`config.mk`:
```
export PLATFORM = sky130hd
export DESIGN_NAME = irq_pending_ctrl
export DESIGN_NICKNAME = d
export VERILOG_FILES = /design/src/rtl/irq_pending_ctrl.sv
export SDC_FILE = /design/constraint.sdc
export NUM_CORES = 1
export LEC_CHECK = 0
export BUFFER_PORTS_ARGS = -buffer_cell sky130_fd_sc_hd__buf_2
export CAP_MARGIN = 20
export CORE_MARGIN = 2
export CORE_UTILIZATION = 50
export CTS_CLUSTER_SIZE = 12
export DETAILED_ROUTE_END_ITERATION = 12
export GPL_TIMING_DRIVEN = 0
export PLACE_DENSITY = 0.75
export SYNTH_ARGS = -nofsm -noshare
export SYNTH_HDL_FRONTEND = slang
export SYNTH_SLANG_ARGS = --single-unit
```
`constraint.sdc`:
```
create_clock -name clk -period 2.45 [get_ports clk]
set_input_delay 0.245 -clock clk [delete_from_list [all_inputs] [get_ports clk]]
set_output_delay 0.245 -clock clk [all_outputs]
set_load 0.01 [all_outputs]
```
`src/rtl/irq_pending_ctrl.sv`:
```
// Request capture ahead of the 8-to-3 priority encoder: synchronise, edge-detect,
// latch pending events, apply mask, and flag overruns and stray acknowledges.
module irq_pending_ctrl (
    input  logic       clk,
    input  logic       rst_n,
    input  logic [7:0] req,
    input  logic       mask_wr,
    input  logic [7:0] mask_in,
    input  logic       ack,
    input  logic [2:0] ack_idx,
    input  logic       ovf_clr,
    output logic [7:0] pend,
    output logic       irq,
    output logic [7:0] ovf,
    output logic       ack_err
);
    localparam int unsigned NCH = 8;

    logic [NCH-1:0] s1, s2, s3;
    logic [NCH-1:0] pending_q, mask_q;
    logic [NCH-1:0] rise, ack_vec, pending_d, ovf_set, ovf_d;
    logic           ack_err_d;

    // A rising edge sets pending even under an ack of the same channel.
    always_comb begin
        rise      = s2 & ~s3;
        ack_vec   = ack ? (NCH'(1) << ack_idx) : '0;
        pending_d = (pending_q & ~ack_vec) | rise;
        ovf_set   = rise & pending_q & ~ack_vec;
        ovf_d     = ovf_clr ? ovf_set : (ovf | ovf_set);
        ack_err_d = ack & ~pending_q[ack_idx];
    end

    assign pend = pending_q & mask_q;

    always_ff @(posedge clk or negedge rst_n) begin
        if (!rst_n) begin
            s1        <= '0;
            s2        <= '0;
            s3        <= '0;
            pending_q <= '0;
            mask_q    <= '1;
            ovf       <= '0;
            irq       <= 1'b0;
            ack_err   <= 1'b0;
        end else begin
            s1        <= req;
            s2        <= s1;
            s3        <= s2;
            pending_q <= pending_d;
            if (mask_wr) begin
                mask_q <= mask_in;
            end
            ovf       <= ovf_d;
            irq       <= |pend;
            ack_err   <= ack_err_d;
        end
    end
endmodule

```
==> results of run 1 <==
==> cell type report <==
type	instances	area share [%]
flip-flops and latches	50	58.2
multi-input cells	67	20.6
repair buffers	48	13.9
well taps	46	2.66
clock buffers	7	2.54
inverters	8	1.39
plain buffers	3	0.520
clock inverters	1	0.231
==> placed cells by master, fill, tap and decap left out, drive strengths merged <==
| cell type | instances |
|---|---|
| o21ai | 7 |
| clkinv | 1 |
| o31ai | 2 |
| mux2 | 8 |
| nand2b | 11 |
| a31oi | 1 |
| nor2b | 2 |
| or2 | 1 |
| dfstp | 8 |
| buf | 40 |
| and2 | 8 |
| or4 | 2 |
| clkbuf | 9 |
| o22ai | 8 |
| nand3 | 2 |
| a211oi | 1 |
| inv | 8 |
| nand2 | 10 |
| dfrtp | 42 |
| dlygate4sd3 | 9 |
| mux2i | 4 |
==> path summary, 6_finish.rpt <==
kind	startpoint	endpoint	slack (ns)	cells past startpoint
setup / recovery	pending_q[1]	irq	0.74	3
hold / removal	mask_in[3]	mask_q[3]	0.12	2
setup reg to reg	pending_q[1]	irq	0.74	3
hold reg to reg	s1[3]	s2[3]	0.36	0
max in group asynchronous	rst_n	mask_q[6]	1.54	3
min in group asynchronous	rst_n	ack_err	0.34	2
==> kinds of logic after synthesis <==
group | count (synthesis)
compound gates | 19
buf+inv | 11
flops | 50
mux | 12
simple gates | 36
==> power by group <==
part	total (mW)	leakage (nW)	switching, mW	internal (mW)
combinational	0.195	0.392	0.100	0.0951
sequential	0.925	0.564	0.0299	0.895
clock	0.366	0.0353	0.227	0.139
total	1.49	0.991	0.357	1.13
==> per-layer routing <==
metal,track usage (%),up-vias,part of all wire [%]
met4,8.61,0,2.3
li1,-,541,-
met1,20.1,559,41
met2,29.5,49,50
met5,0,-,0
met3,5.54,7,7.0
==> cells in the mapped netlist <==
master	number	area share, %
sky130_fd_sc_hd__nand2b_1	11	3.9
sky130_fd_sc_hd__o21ai_0	7	2.0
sky130_fd_sc_hd__nand3_1	2	0.57
sky130_fd_sc_hd__mux2i_1	4	2.3
sky130_fd_sc_hd__and2_4	1	0.50
sky130_fd_sc_hd__nor2b_1	2	0.72
sky130_fd_sc_hd__nand2_1	10	2.1
sky130_fd_sc_hd__buf_1	1	0.21
sky130_fd_sc_hd__a211oi_1	1	0.43
sky130_fd_sc_hd__mux2_2	8	5.2
sky130_fd_sc_hd__o22ai_1	8	2.9
sky130_fd_sc_hd__o31ai_1	2	0.86
sky130_fd_sc_hd__a31oi_1	1	0.36
sky130_fd_sc_hd__clkbuf_1	2	0.43
sky130_fd_sc_hd__or2_2	1	0.36
sky130_fd_sc_hd__and2_1	7	2.5
sky130_fd_sc_hd__dfrtp_1	42	60
sky130_fd_sc_hd__inv_1	8	1.7
sky130_fd_sc_hd__dfstp_2	8	12
sky130_fd_sc_hd__or4_1	2	0.86
==> sequential cells by signal, indices dropped and copies added, names as in the netlist <==
signal,count
s1,8
ovf,8
s3,8
s2,8
pending_q,8
mask_q,8
ack_err,1
irq,1
==> through the flow <==
step	instances	power [mW]	setup slack, ns	hold slack (ns)	util (%)
finish	230	1.49	0.742	0.117	64.9
global route	230	1.58	0.621	0.0938	64.9
CTS	228	1.50	0.716	0.0808	64.0
detailed placement	212	1.12	0.737	0.336	59.8
global placement	212	1.11	0.768	0.331	59.8
floorplan	128	1.03	0.839	-0.0506	-
==> timing repair <==
| action | 4_1_cts | 5_1_grt |
|---|---|---|
| endpoints found under the setup margin | 0 | 0 |
| hold endpoints to repair | 8 | 12 |
| hold buffers | 8 | 1 |
==> worst max-delay path: cells and delay by family, from the launching register on <==
kind,cells,cell delay (ns)
flip-flops,1,0.42
AND/OR/NAND/NOR,3,1.18
==> impl_metrics.xml, run 1 <==
<?xml version="1.0" encoding="UTF-8"?>
<metrics>
  <group name="outcome">
    <metric name="run_status" unit="">completed</metric>
  </group>
  <group name="timing">
    <metric name="final-hold-violation-count" unit="">0</metric>
    <metric name="skew" unit="ns">0.00561</metric>
    <metric name="slew-limit-headroom" unit="%">67.1</metric>
    <metric name="setup_viol" unit="">0</metric>
    <metric name="rsz0062_at_grt" unit="">false</metric>
    <metric name="worstMarginPinSlew" unit="ns">0.493</metric>
    <metric name="layout_min_cycle_time" unit="ns">1.71</metric>
    <metric name="finalCritPeriodShare" unit="%">69.7</metric>
    <metric name="tns" unit="ns">0</metric>
    <metric name="maxSlewViolCount" unit="">0</metric>
    <metric name="maxClockFrequency" unit="MHz">586</metric>
  </group>
  <group name="worst_hold_path">
    <metric name="hold_class" unit="">in2reg</metric>
  </group>
  <group name="pwr">
    <metric name="peakVddDrop" unit="uV">470</metric>
    <metric name="power.leakage" unit="nW">0.991</metric>
    <metric name="cellPowerDensity" unit="nW/um^2">686</metric>
  </group>
  <group name="route">
    <metric name="vias" unit="">1156</metric>
    <metric name="first_iteration_detailed_routing_drc_count" unit="">15</metric>
    <metric name="wl_per_cell" unit="um">13.1</metric>
    <metric name="via_per_inst" unit="">5.03</metric>
    <metric name="drt_wl_total" unit="um">3020</metric>
    <metric name="antenna_left" unit="">0</metric>
    <metric name="drt_drc_violations_left" unit="">0</metric>
    <metric name="detail_route.first_pass.iterations" unit="">4</metric>
  </group>
  <group name="floorplanning">
    <metric name="boundaryPins" unit="">42</metric>
    <metric name="start_util" unit="%">52.4</metric>
    <metric name="rows" unit="">21</metric>
    <metric name="floorplan.die_area" unit="um^2">3990</metric>
    <metric name="placeableCoreArea" unit="um^2">3340</metric>
    <metric name="chipHeight" unit="um">63.1</metric>
    <metric name="die_w" unit="um">63.1</metric>
  </group>
  <group name="clock_network">
    <metric name="tritoncts" unit="">yes</metric>
    <metric name="clk-insertion-delay-late" unit="ns">0.35</metric>
    <metric name="cts.repair_timing.setup_buffer_count" unit="">0</metric>
    <metric name="cts.reportedPaths.clkPinSlew" unit="ns">0.12</metric>
    <metric name="cts_num_sinks" unit="">50</metric>
    <metric name="clock_tree.buffer_depth" unit="">2</metric>
    <metric name="post_cts_resized" unit="">0</metric>
    <metric name="cts.htree.levels" unit="">2</metric>
    <metric name="cts_made_buffers" unit="">5</metric>
    <metric name="cts-root-buf" unit="">sky130_fd_sc_hd__clkbuf_4</metric>
  </group>
  <group name="finish">
    <metric name="post_synthesis_to_final_layout_area_growth" unit="%">23.9</metric>
    <metric name="final.fill_count" unit="">271</metric>
    <metric name="multi_input_area" unit="um^2">447</metric>
    <metric name="post_route_cells_drive_above_1_share" unit="%">34.8</metric>
    <metric name="design.final.nets" unit="">207</metric>
    <metric name="register_area" unit="um^2">1260</metric>
    <metric name="antennaDiodeCount" unit="">0</metric>
    <metric name="layout.cell_area.non_filler" unit="um^2">2170</metric>
  </group>
  <group name="critical_path">
    <metric name="cp_cell_sequence" unit="">and2_4, or4_1, or4_1</metric>
    <metric name="timing.critical_path.from_type" unit="">register</metric>
    <metric name="path_class" unit="">reg2reg</metric>
    <metric name="critPathMaxStageDelay" unit="ns">0.53</metric>
    <metric name="setup.worst_path.end_class" unit="">register</metric>
    <metric name="arrival" unit="ns">1.95</metric>
    <metric name="required" unit="ns">2.69</metric>
    <metric name="cp_common_cell" unit="">sky130_fd_sc_hd__or4_1</metric>
    <metric name="cp_max_fo" unit="">3</metric>
    <metric name="critPathSlowestCell" unit="">sky130_fd_sc_hd__or4_1</metric>
  </group>
  <group name="grt">
    <metric name="grt_max_degree" unit="">51</metric>
    <metric name="grt_pass1_vias" unit="">1212</metric>
    <metric name="grt_remaining_overflow" unit="">0</metric>
    <metric name="initial_antenna_violation_count" unit="">0</metric>
    <metric name="grt_util_all_layers" unit="%">17.5</metric>
    <metric name="grt_first_pass_wirelength" unit="um">5280</metric>
  </group>
  <group name="synth">
    <metric name="synth_compound_gate_area_share" unit="%">6.51</metric>
    <metric name="post_synth_instance_area" unit="um^2">1750</metric>
    <metric name="synth-seq-cells" unit="">50</metric>
    <metric name="synthCells" unit="">128</metric>
    <metric name="synthesis.nets" unit="">152</metric>
    <metric name="post_synth_fa_ha_maj_area_fraction" unit="%">0</metric>
    <metric name="yosys.area_share.simple" unit="%">11.6</metric>
    <metric name="synthesis.area_per_instance" unit="um^2">13.7</metric>
    <metric name="synth-xor-area-share" unit="%">0</metric>
    <metric name="synth.distinct_cells" unit="">20</metric>
    <metric name="seq_area_frac_synth" unit="%">72.1</metric>
    <metric name="yosys_warnings" unit="">0</metric>
    <metric name="mux_cell_area_share_after_synthesis" unit="%">7.44</metric>
    <metric name="largest_family_of_logic_cells_by_synthesized_area" unit="">simple AND/OR/NAND/NOR gates</metric>
  </group>
  <group name="placement">
    <metric name="placed_cell_area" unit="um^2">2000</metric>
    <metric name="detailed_place_hpwl" unit="um">2200</metric>
    <metric name="place_congestion" unit="">0.745</metric>
    <metric name="port-buffer-count" unit="">38</metric>
  </group>
  <group name="run">
    <metric name="maxCapViolCount" unit="">0</metric>
  </group>
</metrics>
(Power assumes the default switching activity.)
==> run 2: changes to the inputs <==
--- a/config.mk
+++ b/config.mk
@@ -8,11 +8,11 @@
 export BUFFER_PORTS_ARGS = -buffer_cell sky130_fd_sc_hd__buf_2
 export CAP_MARGIN = 20
 export CORE_MARGIN = 2
-export CORE_UTILIZATION = 50
+export CORE_UTILIZATION = 46
 export CTS_CLUSTER_SIZE = 12
 export DETAILED_ROUTE_END_ITERATION = 12
 export GPL_TIMING_DRIVEN = 0
-export PLACE_DENSITY = 0.75
+export PLACE_DENSITY = 0.73
 export SYNTH_ARGS = -nofsm -noshare
 export SYNTH_HDL_FRONTEND = slang
 export SYNTH_SLANG_ARGS = --single-unit
==> constraint.sdc (replaced) <==
create_clock -name clk -period 1.4 [get_ports clk]
set_input_delay 0.14 -clock clk [delete_from_list [all_inputs] [get_ports clk]]
set_output_delay 0.14 -clock clk [all_outputs]
set_load 0.01 [all_outputs]
==> impl_metrics.xml, run 2 (synthesis results as in run 1) <==
<?xml version="1.0" encoding="UTF-8"?>
<metrics>
  <group name="floorplanning">
    <metric name="placeableCoreArea" unit="um^2">3660</metric>
    <metric name="floorplan.die_area" unit="um^2">4310</metric>
    <metric name="chipHeight" unit="um">65.7</metric>
    <metric name="boundaryPins" unit="">42</metric>
    <metric name="die_w" unit="um">65.7</metric>
    <metric name="start_util" unit="%">47.8</metric>
    <metric name="rows" unit="">22</metric>
  </group>
  <group name="finish">
    <metric name="non_filler_instance_count_after_layout" unit="">232</metric>
    <metric name="antennaDiodeCount" unit="">0</metric>
    <metric name="design.final.nets" unit="">207</metric>
    <metric name="post_synthesis_to_final_layout_area_growth" unit="%">27.5</metric>
    <metric name="final_common_cell" unit="">sky130_fd_sc_hd__dfrtp_1</metric>
    <metric name="post_route_cells_drive_above_1_share" unit="%">36.4</metric>
    <metric name="layout_common_cells" unit="">sky130_fd_sc_hd__dfrtp_1 (42), sky130_fd_sc_hd__buf_2 (38), sky130_fd_sc_hd__nand2b_1 (11)</metric>
  </group>
  <group name="critical_path">
    <metric name="path_class" unit="">reg2reg</metric>
    <metric name="timing.critical_path.from_type" unit="">register</metric>
    <metric name="ff2ff_setup_slack" unit="ns">-0.25</metric>
    <metric name="rr_worst_depth" unit="">3</metric>
    <metric name="rr_startpoint" unit="">pending_q[1]</metric>
    <metric name="setup.worst_path.end_class" unit="">register</metric>
    <metric name="worstReg2RegEnd" unit="">irq</metric>
    <metric name="required" unit="ns">1.57</metric>
    <metric name="cp_max_fo" unit="">3</metric>
    <metric name="arrival" unit="ns">1.82</metric>
  </group>
  <group name="route">
    <metric name="detail_route.first_pass.iterations" unit="">4</metric>
    <metric name="vias" unit="">1126</metric>
    <metric name="antenna_left" unit="">0</metric>
    <metric name="wl_per_cell" unit="um">13.5</metric>
    <metric name="via_per_inst" unit="">4.85</metric>
    <metric name="drt_drc_violations_left" unit="">0</metric>
    <metric name="drt_wl_total" unit="um">3140</metric>
    <metric name="first_iteration_detailed_routing_drc_count" unit="">24</metric>
  </group>
  <group name="clock_network">
    <metric name="cts_made_buffers" unit="">5</metric>
    <metric name="tritoncts" unit="">yes</metric>
    <metric name="cts.htree.levels" unit="">2</metric>
    <metric name="cts_num_sinks" unit="">50</metric>
    <metric name="cts-root-buf" unit="">sky130_fd_sc_hd__clkbuf_8</metric>
    <metric name="clock_tree.buffer_depth" unit="">2</metric>
    <metric name="clk-insertion-delay-late" unit="ns">0.30</metric>
    <metric name="cts.reportedPaths.clkPinSlew" unit="ns">0.09</metric>
  </group>
  <group name="pwr">
    <metric name="share_clk_of_total_power" unit="%">33.4</metric>
    <metric name="cellPowerDensity" unit="nW/um^2">1330</metric>
    <metric name="p_int" unit="mW">2.27</metric>
    <metric name="peakVddDrop" unit="uV">857</metric>
    <metric name="share_comb_of_total_power" unit="%">11.9</metric>
    <metric name="power_switching" unit="mW">0.686</metric>
    <metric name="seqPwrFrac" unit="%">54.8</metric>
    <metric name="power.leakage" unit="nW">1.01</metric>
    <metric name="switching_share" unit="%">23.2</metric>
  </group>
  <group name="placement">
    <metric name="place_congestion" unit="">0.745</metric>
    <metric name="port-buffer-count" unit="">38</metric>
    <metric name="dp.cells" unit="">214</metric>
    <metric name="detailed_place_hpwl" unit="um">2220</metric>
  </group>
  <group name="timing">
    <metric name="worstMarginPinSlew" unit="ns">0.462</metric>
    <metric name="finalCritPeriodShare" unit="%">118</metric>
    <metric name="fin_hold_ws" unit="ns">0.0717</metric>
    <metric name="slew-limit-headroom" unit="%">69.2</metric>
    <metric name="final-hold-violation-count" unit="">0</metric>
    <metric name="maxClockFrequency" unit="MHz">607</metric>
    <metric name="rsz0062_at_grt" unit="">true</metric>
    <metric name="timing.final.ws_setup" unit="ns">-0.247</metric>
    <metric name="maxSlewViolCount" unit="">0</metric>
    <metric name="skew" unit="ns">0.00586</metric>
    <metric name="setup_viol" unit="">1</metric>
    <metric name="layout_min_cycle_time" unit="ns">1.65</metric>
  </group>
  <group name="run">
    <metric name="maxCapViolCount" unit="">0</metric>
  </group>
  <group name="grt">
    <metric name="grt_remaining_overflow" unit="">0</metric>
    <metric name="grt_pass1_vias" unit="">1170</metric>
    <metric name="grt_first_pass_wirelength" unit="um">5090</metric>
    <metric name="initial_antenna_violation_count" unit="">0</metric>
    <metric name="grt_max_degree" unit="">51</metric>
    <metric name="grt_util_all_layers" unit="%">15.8</metric>
  </group>
  <group name="outcome">
    <metric name="run_status" unit="">complete, but fails checks</metric>
    <metric name="violations_in_the_final_reports" unit="">negative setup slack</metric>
  </group>
  <group name="worst_hold_path">
    <metric name="hold_path.startpoint" unit="">mask_in[4]</metric>
    <metric name="holdPathEnd" unit="">mask_q[4]</metric>
    <metric name="hold_class" unit="">in2reg</metric>
    <metric name="worst_hold_path.num_cells" unit="">2</metric>
  </group>
</metrics>
-- run 2: cell count changes in the layout (fill, tap and decap cells not counted), moves of 2 or more --
cell,before,now
sky130_fd_sc_hd__clkbuf_4,5,0
sky130_fd_sc_hd__clkbuf_8,1,5
sky130_fd_sc_hd__or4_1,2,0
sky130_fd_sc_hd__or4_4,0,2
-- run 2: cell type report --
class | instances | area [um^2]
inverters | 8 | 30.0
multi-input cells | 67 | 457
well taps | 48 | 60.1
repair buffers | 48 | 300
clock buffers | 6 | 72.6
flip-flops and latches | 50 | 1260
fillers | 295 | 1430
clock inverters | 2 | 37.5
plain buffers | 3 | 11.3
-- run 2: power by group through the flow --
stage / combinational (mW) / sequential (mW) / clock [mW]
2_1_floorplan: 0.166 / 1.65 / 0
3_5_place_dp: 0.322 / 1.65 / 0
3_3_place_gp: 0.310 / 1.64 / 0
4_1_cts: 0.342 / 1.62 / 1.01
6_report: 0.351 / 1.62 / 0.987
5_1_grt: 0.393 / 1.64 / 1.06
-- run 2: repair_timing --
item | CTS | global route
buffers inserted | 0 | 0
setup endpoints to repair | 1 | 1
resized for setup | 0 | 2
hold buffers | 8 | 1
hold endpoints to repair | 8 | 8
-- run 2: worst max path at each step --
stage,startpoint,depth (start not counted),to
2_1_floorplan,pending_q[1],3,irq
3_3_place_gp,pending_q[1],3,irq
3_5_place_dp,pending_q[1],3,irq
4_1_cts,pending_q[1],3,irq
5_1_grt,pending_q[1],3,irq
6_report,pending_q[1],3,irq
-- run 2: metal layers --
layer | share of wire, % | routed length [um] | up-vias | global-route usage [%]
met5 | 0 | 0 | - | 0
met4 | 1.2 | 38 | 0 | 3.91
met3 | 7.9 | 249 | 5 | 5.82
met2 | 49 | 1520 | 45 | 26.4
met1 | 42 | 1330 | 539 | 19.5
li1 | - | - | 537 | -
-- run 2: worst max-delay path, stage by stage (launching register included) --
cell and delay (ns):
sky130_fd_sc_hd__dfrtp_1 0.42, sky130_fd_sc_hd__and2_4 0.16, sky130_fd_sc_hd__or4_4 0.53, sky130_fd_sc_hd__or4_4 0.42
-- run 2: metrics by stage --
| stage | instance area, um^2 | TNS (ns) | power (mW) | utilization [%] | setup WS (ns) |
|---|---|---|---|---|---|
| 6_report | 2230 | -0.247 | 2.96 | 60.9 | -0.247 |
| 5_1_grt | 2230 | -0.283 | 3.09 | 60.9 | -0.283 |
| 4_1_cts | 2190 | -0.234 | 2.97 | 59.9 | -0.234 |
| 3_5_place_dp | 2000 | -0.217 | 1.97 | 54.7 | -0.217 |
| 3_3_place_gp | 2000 | -0.198 | 1.95 | 54.7 | -0.198 |
| 2_1_floorplan | 1750 | -0.119 | 1.81 | - | -0.119 |
